`config.mk`:
```
export PLATFORM = sky130hd
export DESIGN_NAME = cpu6_pipeline_ctrl
export DESIGN_NICKNAME = d
export VERILOG_FILES = /design/src/rtl/cpu6_pipeline_ctrl.sv
export SDC_FILE = /design/constraint.sdc
export NUM_CORES = 1
export LEC_CHECK = 0
export CAP_MARGIN = 20
export CORE_AREA = 2 2 56 58
export CTS_CLUSTER_DIAMETER = 200
export DETAILED_ROUTE_END_ITERATION = 10
export DIE_AREA = 0 0 58 60
export HOLD_SLACK_MARGIN = 0.08
export PLACE_DENSITY = 0.88
export SLEW_MARGIN = 25
export SYNTH_ARGS = -nofsm -noshare
export SYNTH_HDL_FRONTEND = slang
export SYNTH_SLANG_ARGS = --single-unit
```
`constraint.sdc`:
```
create_clock -name clk -period 4.1 [get_ports clk]
set_clock_uncertainty 0.1 [all_clocks]
set_input_delay 0.82 -clock clk [delete_from_list [all_inputs] [get_ports clk]]
set_output_delay 0.82 -clock clk [all_outputs]
set_load 0.02 [all_outputs]
```
`src/rtl/cpu6_pipeline_ctrl.sv`:
```
// Stall/flush sequencing for the cpu6 IF/ID and ID/EX pipeline registers:
// redirect flushes, load-use bubbles, full drains, and a stall-cycle counter.
//
// state   | meaning
// RUN     | normal issue; redirect / load-use / drain request decoded here
// DRAIN   | ID held, EX fed bubbles while M and W empty out (dcnt counts down)
// RELEASE | single cycle: held ID instruction enters EX, drain_done pulses
module cpu6_pipeline_ctrl #(
  parameter int DRAIN_DEPTH = 2,
  parameter int REG_AW      = 5,
  parameter int CNT_W       = 16
) (
  input  logic              clk,
  input  logic              reset,
  input  logic [REG_AW-1:0] rs1D,
  input  logic [REG_AW-1:0] rs2D,
  input  logic              use_rs1D,
  input  logic              use_rs2D,
  input  logic              memtoregE,
  input  logic              regwriteE,
  input  logic [REG_AW-1:0] rdE,
  input  logic              redirectE,
  input  logic              empty_pipeline_reqE,
  input  logic              stall_cnt_clr,
  output logic              stallF,
  output logic              stallD,
  output logic              flush_ifid,
  output logic              flush_idex,
  output logic              drain_active,
  output logic              drain_done,
  output logic [CNT_W-1:0]  stall_cnt
);

  localparam logic [1:0] ST_RUN     = 2'd0;
  localparam logic [1:0] ST_DRAIN   = 2'd1;
  localparam logic [1:0] ST_RELEASE = 2'd2;

  localparam logic [3:0] DCNT_INIT = 4'(DRAIN_DEPTH - 1);
  localparam logic [CNT_W-1:0] CNT_ONE = {{(CNT_W-1){1'b0}}, 1'b1};

  logic [1:0] state, state_nxt;
  logic [3:0] dcnt, dcnt_nxt;
  logic       lu;

  assign lu = memtoregE & regwriteE & (rdE != '0) &
              ((use_rs1D & (rs1D == rdE)) | (use_rs2D & (rs2D == rdE)));

  always_comb begin
    stallF       = 1'b0;
    stallD       = 1'b0;
    flush_ifid   = 1'b0;
    flush_idex   = 1'b0;
    drain_active = 1'b0;
    drain_done   = 1'b0;
    state_nxt    = state;
    dcnt_nxt     = dcnt;
    if (!reset) begin
      flush_ifid = 1'b1;
      flush_idex = 1'b1;
      state_nxt  = ST_RUN;
      dcnt_nxt   = 4'd0;
    end else begin
      case (state)
        ST_RUN: begin
          if (empty_pipeline_reqE) begin
            // a same-cycle redirect still squashes the wrong-path fetch
            stallF     = 1'b1;
            stallD     = 1'b1;
            flush_idex = 1'b1;
            flush_ifid = redirectE;
            state_nxt  = ST_DRAIN;
            dcnt_nxt   = DCNT_INIT;
          end else if (redirectE) begin
            flush_ifid = 1'b1;
            flush_idex = 1'b1;
          end else if (lu) begin
            stallF     = 1'b1;
            stallD     = 1'b1;
            flush_idex = 1'b1;
          end
        end
        ST_DRAIN: begin
          stallF       = 1'b1;
          stallD       = 1'b1;
          flush_idex   = 1'b1;
          drain_active = 1'b1;
          if (dcnt == 4'd0) state_nxt = ST_RELEASE;
          else              dcnt_nxt  = dcnt - 4'd1;
        end
        ST_RELEASE: begin
          drain_done = 1'b1;
          state_nxt  = ST_RUN;
        end
        default: state_nxt = ST_RUN;
      endcase
    end
  end

  always_ff @(posedge clk) begin
    state <= state_nxt;
    dcnt  <= dcnt_nxt;
  end

  always_ff @(posedge clk) begin
    if (!reset || stall_cnt_clr) stall_cnt <= '0;
    else if (stallD && (stall_cnt != '1)) stall_cnt <= stall_cnt + CNT_ONE;
  end

endmodule

```
==> After elaboration in Yosys (flattened, before gate mapping) <==
Cells that the tools add are included.
{ "op_classes": {"add_sub_neg": 2, "eq_ne": 8, "mux": 23, "n_bitwise": 6, "reduce_logical": 9} }
{ "ops": {"columns": ["operator", "count"], "rows": [
  ["$add A16 B1 Y16 const B", 1],
  ["$ne A16 B16 Y1 const B", 1],
  ["$mux W1", 15],
  ["$eq A5 B5 Y1", 2],
  ["$mux W4", 2],
  ["$pmux W4 S2", 1],
  ["$ne A2 B2 Y1 const B", 3],
  ["$and A1 B1 Y1", 5],
  ["$reduce_bool A5 Y1", 1],
  ["$logic_not A4 Y1", 1],
  ["$mux W2", 2],
  ["$pmux W1 S2", 2],
  ["$pmux W2 S2", 1],
  ["$sub A4 B1 Y4 const B", 1],
  ["$reduce_and A3 Y1", 1],
  ["$eq A2 B1 Y1 const B", 1],
  ["$eq A2 B2 Y1 const B", 1],
  ["$logic_not A2 Y1", 1],
  ["$reduce_and A2 Y1", 1],
  ["$reduce_bool A2 Y1", 1],
  ["$logic_and A1 B1 Y1", 1],
  ["$logic_not A1 Y1", 1],
  ["$logic_or A1 B1 Y1", 1],
  ["$or A1 B1 Y1", 1]
]} }
{ "word_totals": {"regBits": 22, "in_bits": 24, "output_inout_bits": 22, "elab_cells": 51} }

==> Depth between registers and ports, before layout <==
{ "logic_depth": {"depth_word": 10, "ltp_mapped": 9, "mapped_depth_nobuf": 7} }

==> Least setup slack after synthesis <==
Ideal clock, no wire load.
{ "synth_path": {"path_kind": "input to output", "start": "input rdE[1]", "end": "output stallF", "t_arrival_ns": 2.181, "required_ns": 3.180, "setup_slack_ns": 0.999, "cell_stages": 7, "n_path_buf": 1, "cell_sequence": "xnor2_1 > nand4_1 > o22ai_1 > o2111a_1 > nand2_1 > a21oi_1 > buf_4"} }
{ "synth_between": {"elab_chain_cells": 9, "elab_cells_between_ends": 13, "cone_classes": "eq/ne: 2; mux: 5; bitwise: 5; reduce/logical: 1"} }
{ "synth_lines": {"columns": ["element", "line_no", "text"], "rows": [
  ["from (decl)", "21", "input logic [REG_AW-1:0] rdE,"],
  ["$eq A5 B5 Y1", "46", "((use_rs1D & (rs1D == rdE)) | (use_rs2D & (rs2D == rdE)));"],
  ["$and A1 B1 Y1", "46", null],
  ["$or A1 B1 Y1", "46", null],
  ["$and A1 B1 Y1 *", "45", "assign lu = memtoregE & regwriteE & (rdE != '0) &"],
  ["$mux W1 * (3 in a row)", null, null],
  ["$pmux W1 S2 *", null, null],
  ["$mux W1 *", null, null],
  ["to (decl)", "25", "output logic stallF,"]
]} }
Mark *: on every way between the ends. The rest lies on a longest branch, timed or not.

==> Final worst setup path <==
{ "layout_path": {"start": "input rdE[0]", "end": "output stallD"} }
{ "layout_between": {"elab_chain_cells": 9, "elab_cells_between_ends": 13, "cone_classes": "eq/ne: 2; mux: 5; bitwise: 5; reduce/logical: 1"} }
{ "layout_lines": {"columns": ["element", "line_no", "text"], "rows": [
  ["$eq A5 B5 Y1", "46", null],
  ["$and A1 B1 Y1", "46", null],
  ["$or A1 B1 Y1", "46", null],
  ["$and A1 B1 Y1 *", "45", null],
  ["$mux W1 *", "76", "end else if (lu) begin"],
  ["$mux W1 *", "73", "end else if (redirectE) begin"],
  ["$mux W1 *", "65", "if (empty_pipeline_reqE) begin"],
  ["$pmux W1 S2 *", "63", "case (state)"],
  ["$mux W1 *", "57", "if (!reset) begin"],
  ["to (decl)", "26", "output logic stallD,"]
]} }
Marked as above.

==> flow_summary.yaml <==
run_status:
  status: "complete, no violations"
global_route:
  grt_max_degree: 31
  overflow: 0
  grt_pass1_vias: 1203
  grt_pass1_wl_microns: 4919
  antenna_found_initial: 0
  grtUsageTotal_pct: 18.29
synthesis:
  synth_fa_ha_area_share_pct: 2.838
  synth_top_family_by_area: "simple AND/OR/NAND/NOR gates"
  syn-num-nets: 198
  synth_mux_area_share_pct: 0.7569
  synth_simple_gate_area_share_pct: 31.41
  synth_area_per_cell_sq_um: 7.734
  ys_types: 37
  synth_compound_area_share_pct: 17.22
  synthCells: 171
  synth_seq_cells: 22
  synth_xor_area_share_pct: 8.609
  yosysSeqAreaShare_pct: 33.30
  yosysWarningCount: 0
  syn_area_sq_mm: 0.001323
die:
  die_area_sq_mm: 0.003480
  dieHeight_microns: 60
  initial_core_util_pct: 45.56
  fp.coreArea_sq_mm: 0.002903
  num_rows: 20
  io_pins: 46
  chipWidth_microns: 58
clock_network:
  cts-root-buf: "clkbuf_4"
  hold_buffers: 0
  cts_tree: "done"
  post_cts_buffers: 0
  numCtsBuffers: 3
  postCtsResizedCells: 0
  clkSlewWorstSetupHoldPaths_ns: 0.12
  cts_buffer_depth: 2
  clkSinkCount: 22
  worstSkewPairLatency_ns: 0.31
  htreeDepth: 1
setup_path:
  regToRegSetupSlack_ns: 1.95
  cp_common_cell: "clkdlybuf4s50_1"
  max_stage_delay_ns: 0.63
  crit_buf_inv: 2
  crit_type: "input pin to primary output"
  end_kind: "primary output"
  required_ns: 3.18
  cp_max_fo: 4
  start_kind: "input pin"
  arrival_ns: 3.00
  cp_top_family: "buffers and inverters"
  slowest_stage: "clkdlybuf4s50_1"
  crit_chain: "clkdlybuf4s50_1, xnor2_1, nand4_1, o22ai_1, o2111a_1, nand2_1, a21oi_1, clkdlybuf4s50_1"
timing:
  report.final.hold_viol_count: 0
  worst_pin_slew_ns: 0.6331
  setup_viol: 0
  min_period_ns: 3.915
  post-route-period-util_pct: 95.49
  rsz0062_at_grt: "false"
  relSlewSlack_pct: 57.79
  timing.fmax_mhz: 255.4
  setup-tns-final_ns: 0
  drv_slew: 0
place:
  place_hpwl_microns: 2361
  gp_congestion: 0.7974
  io_buffers: 45
  placed_cells: 243
detailed_routing:
  ant_nets: 0
  vias_per_cell: 5.636
  post-route-drc-count: 0
  vias: 1392
  drt-wirelength-per-cell_microns: 12.72
  dr.pass1.iters: 4
  drt-total-wl_microns: 3142
  drt_iter0_drc: 44
cells_and_area:
  finalNonFillerCells: 247
  diodes: 0
  drive_gt1_share_pct: 4.673
  layout-area-overhead-vs-synth_pct: 37.84
  nets: 242
power_and_ir_drop:
  ir_worst_vdd_uv: 197.2
  leakage_nw: 0.5875
  p_per_area_mw_per_mm2: 293.1
job:
  cap_violations: 0
worst_hold_path:
  hold_path_class: "register to register"
-- sequential cells by signal, summed over array words and instances, names as in the netlist --
register	cells
dcnt	4
state	2
stall_cnt	16
-- kinds of logic (layout without fill, tap and decap cells) --
logic type / count (synthesis) / in the layout
compound gates: 39 / 39
flops: 22 / 22
buf+inv: 14 / 57
simple gates: 79 / 79
xor+xnor: 13 / 13
fa+ha+maj: 3 / 3
mux: 1 / 1
-- area by class of cell --
type | count | area [sq um]
clock buffers | 3 | 22.52
clock inverters | 1 | 30.03
fillers | 276 | 1080
inverters | 7 | 26.28
multi-input cells | 135 | 804.5
flip-flops and latches | 22 | 440.4
well taps | 33 | 41.29
repair buffers | 46 | 457.9
-- routing by layer --
| layer | vias up | wire length, microns | GRT usage (%) | share of wire, % |
|---|---|---|---|---|
| met5 | - | 0 | 0 | 0 |
| met3 | 4 | 142 | 3.247 | 4.5 |
| met1 | 655 | 1304 | 20.24 | 42 |
| met2 | 32 | 1649 | 34.25 | 52 |
| li1 | 701 | - | - | - |
| met4 | 0 | 45 | 7.641 | 1.4 |
-- cells in the final DEF (no fill, tap or decap) --
| cell | instances |
|---|---|
| a21oi_1 | 16 |
| nand2_1 | 19 |
| nand2b_1 | 2 |
| o2111ai_2 | 1 |
| and4_1 | 1 |
| a211o_1 | 1 |
| nor3_2 | 1 |
| o22ai_1 | 1 |
| mux2i_1 | 1 |
| nor4_2 | 1 |
| buf_4 | 1 |
| clkdlybuf4s50_1 | 45 |
| dfxtp_1 | 22 |
| o21ai_1 | 8 |
| and2_1 | 1 |
| nor4_1 | 2 |
| nor3_1 | 1 |
| nand4_1 | 6 |
| a21oi_2 | 1 |
| inv_1 | 7 |
| bufinv_16 | 1 |
| or3_1 | 14 |
| nand3_1 | 11 |
| nand3b_1 | 1 |
| or4_1 | 2 |
| xor2_1 | 1 |
| o21ai_0 | 7 |
| xnor2_1 | 12 |
| and3_1 | 1 |
| o2111a_1 | 1 |
| o31ai_1 | 3 |
| or4_4 | 1 |
| clkbuf_4 | 3 |
| nor2_1 | 15 |
| ha_1 | 3 |
-- cells in the mapped netlist (all sizes together) --
cell,instances,area share [%]
inv,7,2.0
and4,1,0.66
and3,1,0.47
dfxtp,22,33
or3,14,6.6
nand4,6,2.8
o2111ai,1,1.1
nor4,3,1.9
a21oi,17,6.7
clkbuf,1,0.28
nand2,19,5.4
nor3,2,1.1
nand2b,2,0.95
xnor2,12,7.9
o22ai,1,0.47
buf,6,3.6
mux2i,1,0.76
o31ai,3,1.7
or4,3,2.0
nand3,11,4.2
o2111a,1,0.85
ha,3,2.8
xor2,1,0.66
a211o,1,0.66
and2,1,0.47
o21ai,15,5.7
nand3b,1,0.57
nor2,15,4.3
-- report_power, final --
group	internal (mW)	switching [mW]	leakage (nW)
registers	0.224	0.0112	0.178
logic	0.0663	0.0657	0.381
clock network	0.0988	0.0682	0.0279
total	0.389	0.145	0.587
-- metrics by stage --
stage                     setup WS, ns  total power, mW  hold WS [ns]  utilization [%]  area, sq um
final                           0.1849           0.5343        0.4058            62.80         1823
after global routing           0.08265           0.5656        0.4338            62.80         1823
after CTS                       0.1730           0.5371        0.4070            62.80         1823
after detailed placement        0.1798           0.3714        0.3889            60.99         1770
after global placement          0.2057           0.3674        0.3785            60.99         1770
after floorplan                 0.9991           0.3256        0.3614                -         1323
-- worst paths after layout --
kind / start / endpoint / depth (start not counted)
min reg2reg: dcnt[1]$_SDFFE_PN0P_ / dcnt[1]$_SDFFE_PN0P_ / 2
min: dcnt[1]$_SDFFE_PN0P_ / dcnt[1]$_SDFFE_PN0P_ / 2
max: rdE[0] / stallD / 8
max reg2reg: stall_cnt[0]$_SDFFE_PP0P_ / stall_cnt[1]$_SDFFE_PP0P_ / 8
-- worst reg2reg max path: cells and delay by family, from the launching register on --
kind	cells	cell delay [ns]
multiplexers	1	0.25
AND/OR/NAND/NOR	4	0.54
adder cells (fa/ha/maj)	1	0.31
flip-flops	1	0.44
AO/OA/AOI/OAI	1	0.11
buffers and inverters	1	0.28
(Power assumes the default switching activity.)
